[src/rtl/piradip_lzc_normalize_prep_if.sv]
// Stream link used on both sides of the leading-zero-count stage:
// data word, valid, packet delimiter and ready.
interface piradip_lzc_normalize_prep_if #(
   parameter int WIDTH = 32
);
   logic [WIDTH-1:0] tdata;
   logic             tvalid;
   logic             tlast;
   logic             tready;

   modport master (output tdata, output tvalid, output tlast, input tready);
   modport slave  (input tdata, input tvalid, input tlast, output tready);
endinterface

[src/rtl/piradip_lzc_normalize_prep.sv]
// Two-stage leading-zero counter. S1 registers the raw word; S2 registers
// {lzc, word}, which is the packed form the left shifter consumes, so
// chaining the two yields a normalized word plus its shift count.
// data_out is driven straight from S2 registers.
module piradip_lzc_normalize_prep #(
   parameter int DATA_WIDTH  = 32,
   parameter int SHIFT_WIDTH = $clog2(DATA_WIDTH) + 1
) (
   input logic                          aclk,
   input logic                          aresetn,
   piradip_lzc_normalize_prep_if.slave  data_in,
   piradip_lzc_normalize_prep_if.master data_out
);

   logic                              s1_valid;
   logic                              s1_last;
   logic [DATA_WIDTH-1:0]             s1_data;
   logic                              s2_valid;
   logic                              s2_last;
   logic [DATA_WIDTH+SHIFT_WIDTH-1:0] s2_data;
   logic [SHIFT_WIDTH-1:0]            lzc;
   logic                              adv1;
   logic                              adv2;

   // S2 moves when it is empty or being drained; S1 moves when empty or S2 moves.
   assign adv2 = ~s2_valid | data_out.tready;
   assign adv1 = ~s1_valid | adv2;
   assign data_in.tready = aresetn & adv1;

   assign data_out.tvalid = s2_valid;
   assign data_out.tlast  = s2_last;
   assign data_out.tdata  = s2_data;

   // Priority encode the highest set bit; all-zero input counts as DATA_WIDTH.
   always_comb begin
      lzc = SHIFT_WIDTH'(DATA_WIDTH);
      for (int i = 0; i < DATA_WIDTH; i++) begin
         if (s1_data[i]) lzc = SHIFT_WIDTH'(DATA_WIDTH - 1 - i);
      end
   end

   // Stage 1: capture the raw input word on an accepted beat.
   always_ff @(posedge aclk) begin
      if (!aresetn) begin
         s1_valid <= 1'b0;
         s1_last  <= 1'b0;
         s1_data  <= '0;
      end else if (adv1) begin
         s1_valid <= data_in.tvalid;
         if (data_in.tvalid && data_in.tready) begin
            s1_last <= data_in.tlast;
            s1_data <= data_in.tdata;
         end
      end
   end

   // Stage 2: capture {lzc, word}; holds while the output is stalled.
   always_ff @(posedge aclk) begin
      if (!aresetn) begin
         s2_valid <= 1'b0;
         s2_last  <= 1'b0;
         s2_data  <= '0;
      end else if (adv2) begin
         s2_valid <= s1_valid;
         if (s1_valid) begin
            s2_last <= s1_last;
            s2_data <= {lzc, s1_data};
         end
      end
   end

endmodule

[src/flat_wrapper.sv]
// flat-port wrapper written by rule: the top's interface ports become plain ports
module piradip_lzc_normalize_prep_flat 
#(
   parameter int DATA_WIDTH  = 32,
   parameter int SHIFT_WIDTH = $clog2(DATA_WIDTH) + 1
)
  (aclk, aresetn, data_in_tdata, data_in_tvalid, data_in_tlast, data_in_tready, data_out_tdata, data_out_tvalid, data_out_tlast, data_out_tready);
  piradip_lzc_normalize_prep_if #(.WIDTH((32))) data_in_i ();
  piradip_lzc_normalize_prep_if #(.WIDTH((32) + (6))) data_out_i ();
  input logic aclk;
  input logic aresetn;
  input wire logic [$bits(data_in_i.tdata)-1:0] data_in_tdata;
  input wire logic [$bits(data_in_i.tvalid)-1:0] data_in_tvalid;
  input wire logic [$bits(data_in_i.tlast)-1:0] data_in_tlast;
  output wire logic [$bits(data_in_i.tready)-1:0] data_in_tready;
  output wire logic [$bits(data_out_i.tdata)-1:0] data_out_tdata;
  output wire logic [$bits(data_out_i.tvalid)-1:0] data_out_tvalid;
  output wire logic [$bits(data_out_i.tlast)-1:0] data_out_tlast;
  input wire logic [$bits(data_out_i.tready)-1:0] data_out_tready;
  assign data_in_i.tdata = data_in_tdata;
  assign data_in_i.tvalid = data_in_tvalid;
  assign data_in_i.tlast = data_in_tlast;
  assign data_in_tready = data_in_i.tready;
  assign data_out_tdata = data_out_i.tdata;
  assign data_out_tvalid = data_out_i.tvalid;
  assign data_out_tlast = data_out_i.tlast;
  assign data_out_i.tready = data_out_tready;
  piradip_lzc_normalize_prep #(.DATA_WIDTH(DATA_WIDTH), .SHIFT_WIDTH(SHIFT_WIDTH)) u_core (.aclk(aclk), .aresetn(aresetn), .data_in(data_in_i), .data_out(data_out_i));
endmodule
[config.mk]
export PLATFORM = sky130hd
export DESIGN_NAME = piradip_lzc_normalize_prep_flat
export DESIGN_NICKNAME = d
export VERILOG_FILES = /design/src/rtl/piradip_lzc_normalize_prep_if.sv /design/src/rtl/piradip_lzc_normalize_prep.sv /design/src/flat_wrapper.sv
export SDC_FILE = /design/constraint.sdc
export NUM_CORES = 1
export LEC_CHECK = 0
export BUFFER_PORTS_ARGS = -buffer_cell sky130_fd_sc_hd__buf_2
export CAP_MARGIN = 10
export CORE_UTILIZATION = 50
export CTS_CLUSTER_SIZE = 16
export DETAILED_ROUTE_END_ITERATION = 8
export PLACE_DENSITY = 0.83
export SLEW_MARGIN = 40
export SYNTH_ARGS = -nofsm -noshare
export SYNTH_HDL_FRONTEND = slang
export SYNTH_SLANG_ARGS = --single-unit
[constraint.sdc]
create_clock -name aclk -period 4.2 [get_ports aclk]
set_clock_uncertainty 0.15 [all_clocks]
set_input_delay 0.21 -clock aclk [delete_from_list [all_inputs] [get_ports aclk]]
set_output_delay 0.21 -clock aclk [all_outputs]
set_load 0.01 [all_outputs]
== After elaboration in Yosys (flattened, before gate mapping) ==
Cells that the tools add are included.
Operators by class
  mux-type cells: 32
  bitwise operators: 5
  reductions and logical operators: 3
Operator list (number)
  2-to-1 mux 6 bit: 32
  AND reduction 2 bit: 2
  inverter 1 bit: 2
  bitwise OR 1 bit: 2
  bitwise AND 1 bit: 1
  logical AND 1 bit: 1
Word-level totals
  register bits after elaboration: 74
  output and inout port bits: 41

== Longest topological paths before layout ==
Gate-level depths: netlist of run 1.
  depth in word-level cells: 32
  depth in mapped cells: 7
  gate-level depth less buffers: 5

== Worst setup path after synthesis of run 1 ==
Ideal clock, no wire load.
  path type: reg-to-reg
  start: reg u_core.s2_valid, in the netlist u_core.data_out.tvalid
  end: reg u_core.s2_data[33], in the netlist u_core.data_out.tdata[33]
  arrival time: 1364 ps
  path slack: 2552 ps
  cell stages (with the launch flop): 8
  path through: dfxtp_1 -> nor2b_1 -> nand2b_1 -> clkbuf_1 -> buf_2 -> nor4_1 -> a21oi_1 -> o32ai_1
Between the ends
  longest elaborated chain between the ends: 3
RTL lines
  start, declared: RTL line piradip_lzc_normalize_prep.sv:18  | logic s2_valid;
  start signal, assigned: RTL line piradip_lzc_normalize_prep.sv:64  | s2_valid <= s1_valid;
  inverter 1 bit: RTL line piradip_lzc_normalize_prep.sv:26  | assign adv2 = ~s2_valid | data_out.tready;
  bitwise OR 1 bit: RTL line piradip_lzc_normalize_prep.sv:26
  AND reduction 2 bit (no source line)
  end signal, assigned: RTL line piradip_lzc_normalize_prep.sv:67  | s2_data <= {lzc, s1_data};
  end, declared: RTL line piradip_lzc_normalize_prep.sv:20  | logic [DATA_WIDTH+SHIFT_WIDTH-1:0] s2_data;
No other way between the ends.
A chain may end at the register's enable or synchronous reset.

== Worst setup path in the final report of run 1 ==
  start: reg u_core.s2_valid, in the netlist u_core.data_out.tvalid
  end: reg u_core.s2_data[32], in the netlist u_core.data_out.tdata[32]
Same word-level chain as after synthesis.

==> run summary, run 1 <==
Status - finished, final reports clean
Worst path required time - 4.26 ns
Crit end category - flip-flop
Flop2flop setup slack - 1.94 ns
Post-synth EDFFs - 0
Sw Ratio - 0.2501
CTS clk-pin slew, worst paths - 0.07 ns
TritonCTS clock tree - yes
Static Leak - 0.001604 µW
P per Cell Area - 387.5 nW/µm²
Syn nets - 420
R2r startpoint - u_core.data_out.tvalid$_SDFFE_PN0P_
Critical Path AT - 2.33 ns
NetSw - 375.1 µW
TritonRoute pass-1 iters - 4
Sequential Power Share - 0.509
Nets - 520
Tightest Pin Transition - 0.7307 ns
Area contributors post-synth - dfxtp_1 (51%), nand2_1 (17%), a21oi_1 (13%)
Root Driver - clkbuf_8
Die W - 78.47 µm
Min-delay worst type - input pin to flip-flop
Async set-or-reset flop fraction in the synthesized netlist - 0
Starting density of the core - 0.5246
Clock Power Share - 0.366
Worst-Skew Late Latency - 0.34 ns
CORE AREA - 5574 µm²
Max Transition Viols Final - 0
Cell count after synthesis - 383
Post-synth top area share - 0.5066
Fill cells - 470
Share of cells above drive strength 1 - 0.2090
Layout overhead on the synthesized area - 32.35%
Main synth FF type - dfxtp_1
Critical path class - flip-flop to flip-flop
WHS Path Cells - 4
Grt ovf - 0
# diodes - 0
Post-DP HPWL - 4.624 mm
Vias post-DR - 2950
Setup Fix Bufs, Post-CTS - 0
Largest net degree at the start of global routing - 76
Cell Area, Synth - 2924 µm²
Initial antenna violation count - 0
CTS Buffer Depth - 2
Die area - 6158 µm²
H-tree depth - 3
GP Congestion - 0.8040
TNS Setup - 0 ns
Number of buffers created by CTS - 9
HP Start - data_out_tready
I/O Pins - 78
Max Fclk - 442.1 MHz
Final worst-path cycle share - 0.5386
Rows - 27
IO buf count - 77
CP Max Fanout - 22
Clk sink count - 74
Initial DRC count - 222
Worst rel slew slack - 0.5128
Die Span Y - 78.47 µm
Detailed-route wire length per cell - 13.09 µm
Final setup fails - 0
Cell taking the most area after synthesis - dfxtp_1
Hold Crit Endpoint - u_core.data_out.tvalid$_SDFFE_PN0P_
Hold slack final - 0.08290 ns
Cells on worst reg2reg path - 6
Seq/Total Area, Yosys - 0.5066
Period minus WS final - 2.262 ns
Gr usage total - 0.2530
Vias in the first global route - 2716
VDD IR max - 0.2289 mV
Reg2Reg Capture Point - u_core.data_out.tdata[32]$_SDFFE_PN0P_
CP startpoint kind - flip-flop
Yosys reg bits - 74
Combinational share of power - 0.125
Global-route wire length before repair - 12.05 mm
Syn Area/Cell - 7.635 µm²
RSZ-0062 raised after global routing - no
Post-synth cell types - 34
Final count of hold timing violations - 0
Drt via density - 5.268
Residual DRC - 0
Post-route ant nets - 0
Synth warnings - 0
Total wire length - 7.330 mm
Internal - 1124 µW
Max_cap viols - 0
[flip-flops by register name, indices dropped and copies added (netlist names)]
| register | flops |
|---|---|
| u_core.s1_last | 1 |
| u_core.data_out.tdata | 38 |
| u_core.data_out.tlast | 1 |
| u_core.data_out.tvalid | 1 |
| u_core.s1_valid | 1 |
| u_core.s1_data | 32 |
[routing by layer]
layer | up-vias | GRT usage | wire [µm]
li1 | 1488 | - | -
met1 | 1342 | 0.3144 | 3306
met2 | 100 | 0.4123 | 3493
met3 | 20 | 0.04302 | 333
met4 | 0 | 0.1463 | 197
met5 | - | 0 | 0
[worst max path at each step]
stage / startpoint / depth (start not counted) / slack [ns] / endpoint
floorplan: u_core.data_out.tvalid$_SDFFE_PN0P_ / 7 / 2.55 / u_core.data_out.tdata[33]$_SDFFE_PN0P_
global placement: u_core.data_out.tvalid$_SDFFE_PN0P_ / 6 / 2.06 / u_core.data_out.tdata[32]$_SDFFE_PN0P_
detailed placement: u_core.data_out.tvalid$_SDFFE_PN0P_ / 6 / 1.97 / u_core.data_out.tdata[32]$_SDFFE_PN0P_
CTS: u_core.data_out.tvalid$_SDFFE_PN0P_ / 6 / 1.97 / u_core.data_out.tdata[32]$_SDFFE_PN0P_
global route: u_core.data_out.tvalid$_SDFFE_PN0P_ / 6 / 1.76 / u_core.data_out.tdata[32]$_SDFFE_PN0P_
finish: u_core.data_out.tvalid$_SDFFE_PN0P_ / 6 / 1.94 / u_core.data_out.tdata[32]$_SDFFE_PN0P_
[synth_stat cells (all sizes together), types with 2 or more instances]
cell type and count:
nor2b 4, nand4 2, nand2 136, or4 3, o31ai 2, nor4 8, o21ai 5, a21oi 75
inv 6, and2 2, o311a 2, nor3 8, clkbuf 23, nor2 15, dfxtp 74, nand3 5
a211oi 2
[repair_timing]
action                    in CTS  in global routing
hold buffers                  34                  0
hold endpoints to repair      34                  0
gates resized for setup        0                  0
[cells in the final DEF (no fill, tap or decap), types with 2 or more instances in the layout]
cell type	instances
o311a_1	2
o21ai_0	5
nor2b_1	3
or4_4	2
nand4_1	2
buf_2	77
a211oi_1	2
buf_4	2
nor2_1	14
nand3_1	4
nor3_1	8
a21oi_1	75
clkbuf_8	11
dlygate4sd3_1	34
o31ai_1	2
clkbuf_1	3
inv_1	5
dfxtp_1	74
nor4_1	6
nand2_1	135
[layout make-up]
type                    instances  area (µm²)  share of cell area
flip-flops and latches         74        1481              0.3828
multi-input cells             279        1335              0.3450
inverters                       6       25.02            0.006466
repair buffers                113       740.7              0.1914
clock inverters                 2       35.03            0.009053
well taps                      72       90.09             0.02328
clock buffers                  14       162.7             0.04203
[power by group through the flow]
| stage | Sequential [µW] | Clock, µW | Combinational [µW] |
|---|---|---|---|
| floorplan | 775 | 0 | 107 |
| global placement | 777 | 0 | 156 |
| detailed placement | 779 | 0 | 160 |
| CTS | 762 | 559 | 186 |
| global route | 768 | 595 | 208 |
| finish | 763 | 549 | 188 |
[stage by stage]
stage	instances	setup WS (ns)	power (µW)	instance area [µm²]	util
floorplan	383	2.552	882.3	2924	-
global placement	510	2.059	932.5	3326	0.5966
detailed placement	510	1.967	938.9	3332	0.5978
CTS	560	1.969	1508	3870	0.6943
global route	560	1.764	1571	3870	0.6943
finish	560	1.938	1500	3870	0.6943
[logic make-up (layout without fill, tap and decap cells)]
kind of cell	count (synthesis)	in the layout	share of synthesized area
and+or+nand+nor	185	185	0.2764
AOI/OAI and AO/OA	94	94	0.1780
buffers and inverters	30	135	0.03894
DFF	74	74	0.5066
[worst max-delay path, cell delays in order (launching register included)]
cell and delay (ns):
dfxtp_1 0.33, nor2b_1 0.36, nand2b_1 0.64, buf_4 0.38, nor3_1 0.07, o221ai_1 0.10
o21ai_0 0.10
No activity file was read; power rests on OpenSTA's default activity.
==> run 2, diff against run 1 <==
==> constraint.sdc (replaced) <==
create_clock -name aclk -period 2.3 [get_ports aclk]
set_clock_uncertainty 0.15 [all_clocks]
set_input_delay 0.115 -clock aclk [delete_from_list [all_inputs] [get_ports aclk]]
set_output_delay 0.115 -clock aclk [all_outputs]
set_load 0.01 [all_outputs]
==> run 2 against run 1 <==
Non-clock buffer count increased by 7. Sequential power up 82%. Final cell count rose by 1.1%. Largest power group unchanged. Global-route usage about the same. Wire length increased by 2.9%. Setup slack lost 1.6 ns. Flip-flop and latch count unchanged. Combinational power is 87% higher. Critical endpoint is now u_core.data_out.tdata[26]$_SDFFE_PN0P_. Via count is 0.92% higher. Largest cell class unchanged. First-iteration DRC count is 5.9% lower. Clock power up 110%. Cell area increased by 2.2%.
==> run summary, run 2 (synthesis results as in run 1) <==
Gr usage total - 0.2533
Nets - 527
TritonRoute pass-1 iters - 5
Layout overhead on the synthesized area - 35.30%
Min-delay worst type - flip-flop to flip-flop
Post-CTS sizing - 0
TNS Setup - 0 ns
Initial antenna violation count - 0
Total wire length - 7.539 mm
Slowest CP cell - dlygate4sd3_1
Post-DP HPWL - 4.888 mm
H-tree depth - 3
Family with the most delay on the worst path - buffers and inverters
CP Max Fanout - 23
Post-route ant nets - 0
Crit path buf inv count - 3
Layout Cells excl Fill - 566
Crit path cell chain - dlygate4sd3_1 > buf_2 > nor2b_1 > nand2b_1 > buf_4 > nand2_1 > a21oi_1
Max_cap viols - 0
Die W - 78.47 µm
Vias in the first global route - 2724
Initial DRC count - 209
Vias post-DR - 2977
Largest net degree at the start of global routing - 39
TritonCTS clock tree - yes
Rows - 27
Crit end category - flip-flop
CP startpoint kind - input pin
Die Span Y - 78.47 µm
GP Congestion - 0.8156
Worst setup margin - 0.3828 ns
Critical Path Max Stage Delay - 0.54 ns
VDD IR max - 0.5407 mV
Root Driver - clkbuf_8
I/O Pins - 78
Fill cells - 427
Detailed-route wire length per cell - 13.32 µm
Placed cell count - 515
Tightest Pin Transition - 0.6170 ns
Number of buffers created by CTS - 9
Worst rel slew slack - 0.5881
Share of cells above drive strength 1 - 0.2166
CTS Buffer Depth - 2
CORE AREA - 5574 µm²
Max FFs per register - 38
Clk sink count - 74
Critical path class - input pin to flip-flop
Status - finished, final reports clean
Worst-Skew Late Latency - 0.34 ns
Hold slack final - 0.3008 ns
Final setup fails - 0
Residual DRC - 0
Placed Area - 3364 µm²
RSZ-0062 raised after global routing - no
Worst path required time - 2.42 ns
Most frequent cells in the layout - nand2_1 (136), buf_2 (77), a21oi_1 (75)
Max Fclk - 521.6 MHz
Most common cell after layout, fill and taps aside - nand2_1
Final worst-path cycle share - 0.8336
Setup Fix Bufs, Post-CTS - 0
Place WS - 0.5295 ns
Global-route wire length before repair - 12.24 mm
CTS clk-pin slew, worst paths - 0.08 ns
Static Leak - 0.001652 µW
Starting density of the core - 0.5246
Max Transition Viols Final - 0
P per Cell Area - 738.7 nW/µm²
Critical Path AT - 2.04 ns
Grt ovf - 0
Drt via density - 5.260
Period minus WS final - 1.917 ns
# diodes - 0
Die area - 6158 µm²
IO buf count - 77
Final count of hold timing violations - 0
Fin area - 3956 µm²
-- run 2: worst reg2reg max path: stages (launching register included) --
cell and delay [ns]:
dfxtp_1 0.34, nor2b_1 0.38, nand2b_1 0.33, buf_4 0.33, nand2_1 0.10, a21oi_1 0.16
-- run 2: metrics by stage --
stage                 util  power, µW
global placement    0.6034       1709
finish              0.7098       2922
global route        0.7098       3034
CTS                 0.7098       2927
floorplan                -       1611
detailed placement  0.6036       1719
-- run 2: report_power, final --
group | total (µW) | internal (µW) | switching (µW) | leakage [µW]
Combinational | 351 | 166 | 185 | 0.000931
Sequential | 1390 | 1330 | 60.2 | 0.000604
Clock | 1180 | 715 | 462 | 0.000116
Total | 2920 | 2220 | 707 | 0.00165
-- run 2: routing by layer --
layer  wire length [µm]  vias to the layer above  global-route usage
met2               3726                      114              0.4377
met1               3267                     1346              0.2998
met4                125                        0              0.1130
met5                  0                        -                   0
met3                420                       17             0.05465
li1                   -                     1500                   -
-- run 2: timing repair --
action | in CTS | in global routing
endpoints found under the setup margin | 0 | 0
hold buffers | 36 | 0
hold endpoints to repair | 39 | 0
-- run 2: layout make-up --
class | count | area [µm²] | share of cell area
well taps | 72 | 90.09 | 0.02277
inverters | 6 | 22.52 | 0.005693
repair buffers | 120 | 798.3 | 0.2018
clock inverters | 5 | 103.9 | 0.02625
multi-input cells | 279 | 1333 | 0.3368
flip-flops and latches | 74 | 1481 | 0.3744
clock buffers | 10 | 127.6 | 0.03226
-- run 2: path summary, 6_finish.rpt --
check	startpoint	to	slack, ns	depth (start not counted)
setup / recovery	data_out_tready	u_core.data_out.tdata[26]$_SDFFE_PN0P_	0.38	7
hold / removal	u_core.data_out.tdata[16]$_SDFFE_PN0P_	u_core.data_out.tdata[16]$_SDFFE_PN0P_	0.30	2
setup reg to reg	u_core.data_out.tvalid$_SDFFE_PN0P_	u_core.data_out.tdata[26]$_SDFFE_PN0P_	0.45	5
hold reg to reg	u_core.data_out.tdata[16]$_SDFFE_PN0P_	u_core.data_out.tdata[16]$_SDFFE_PN0P_	0.30	2
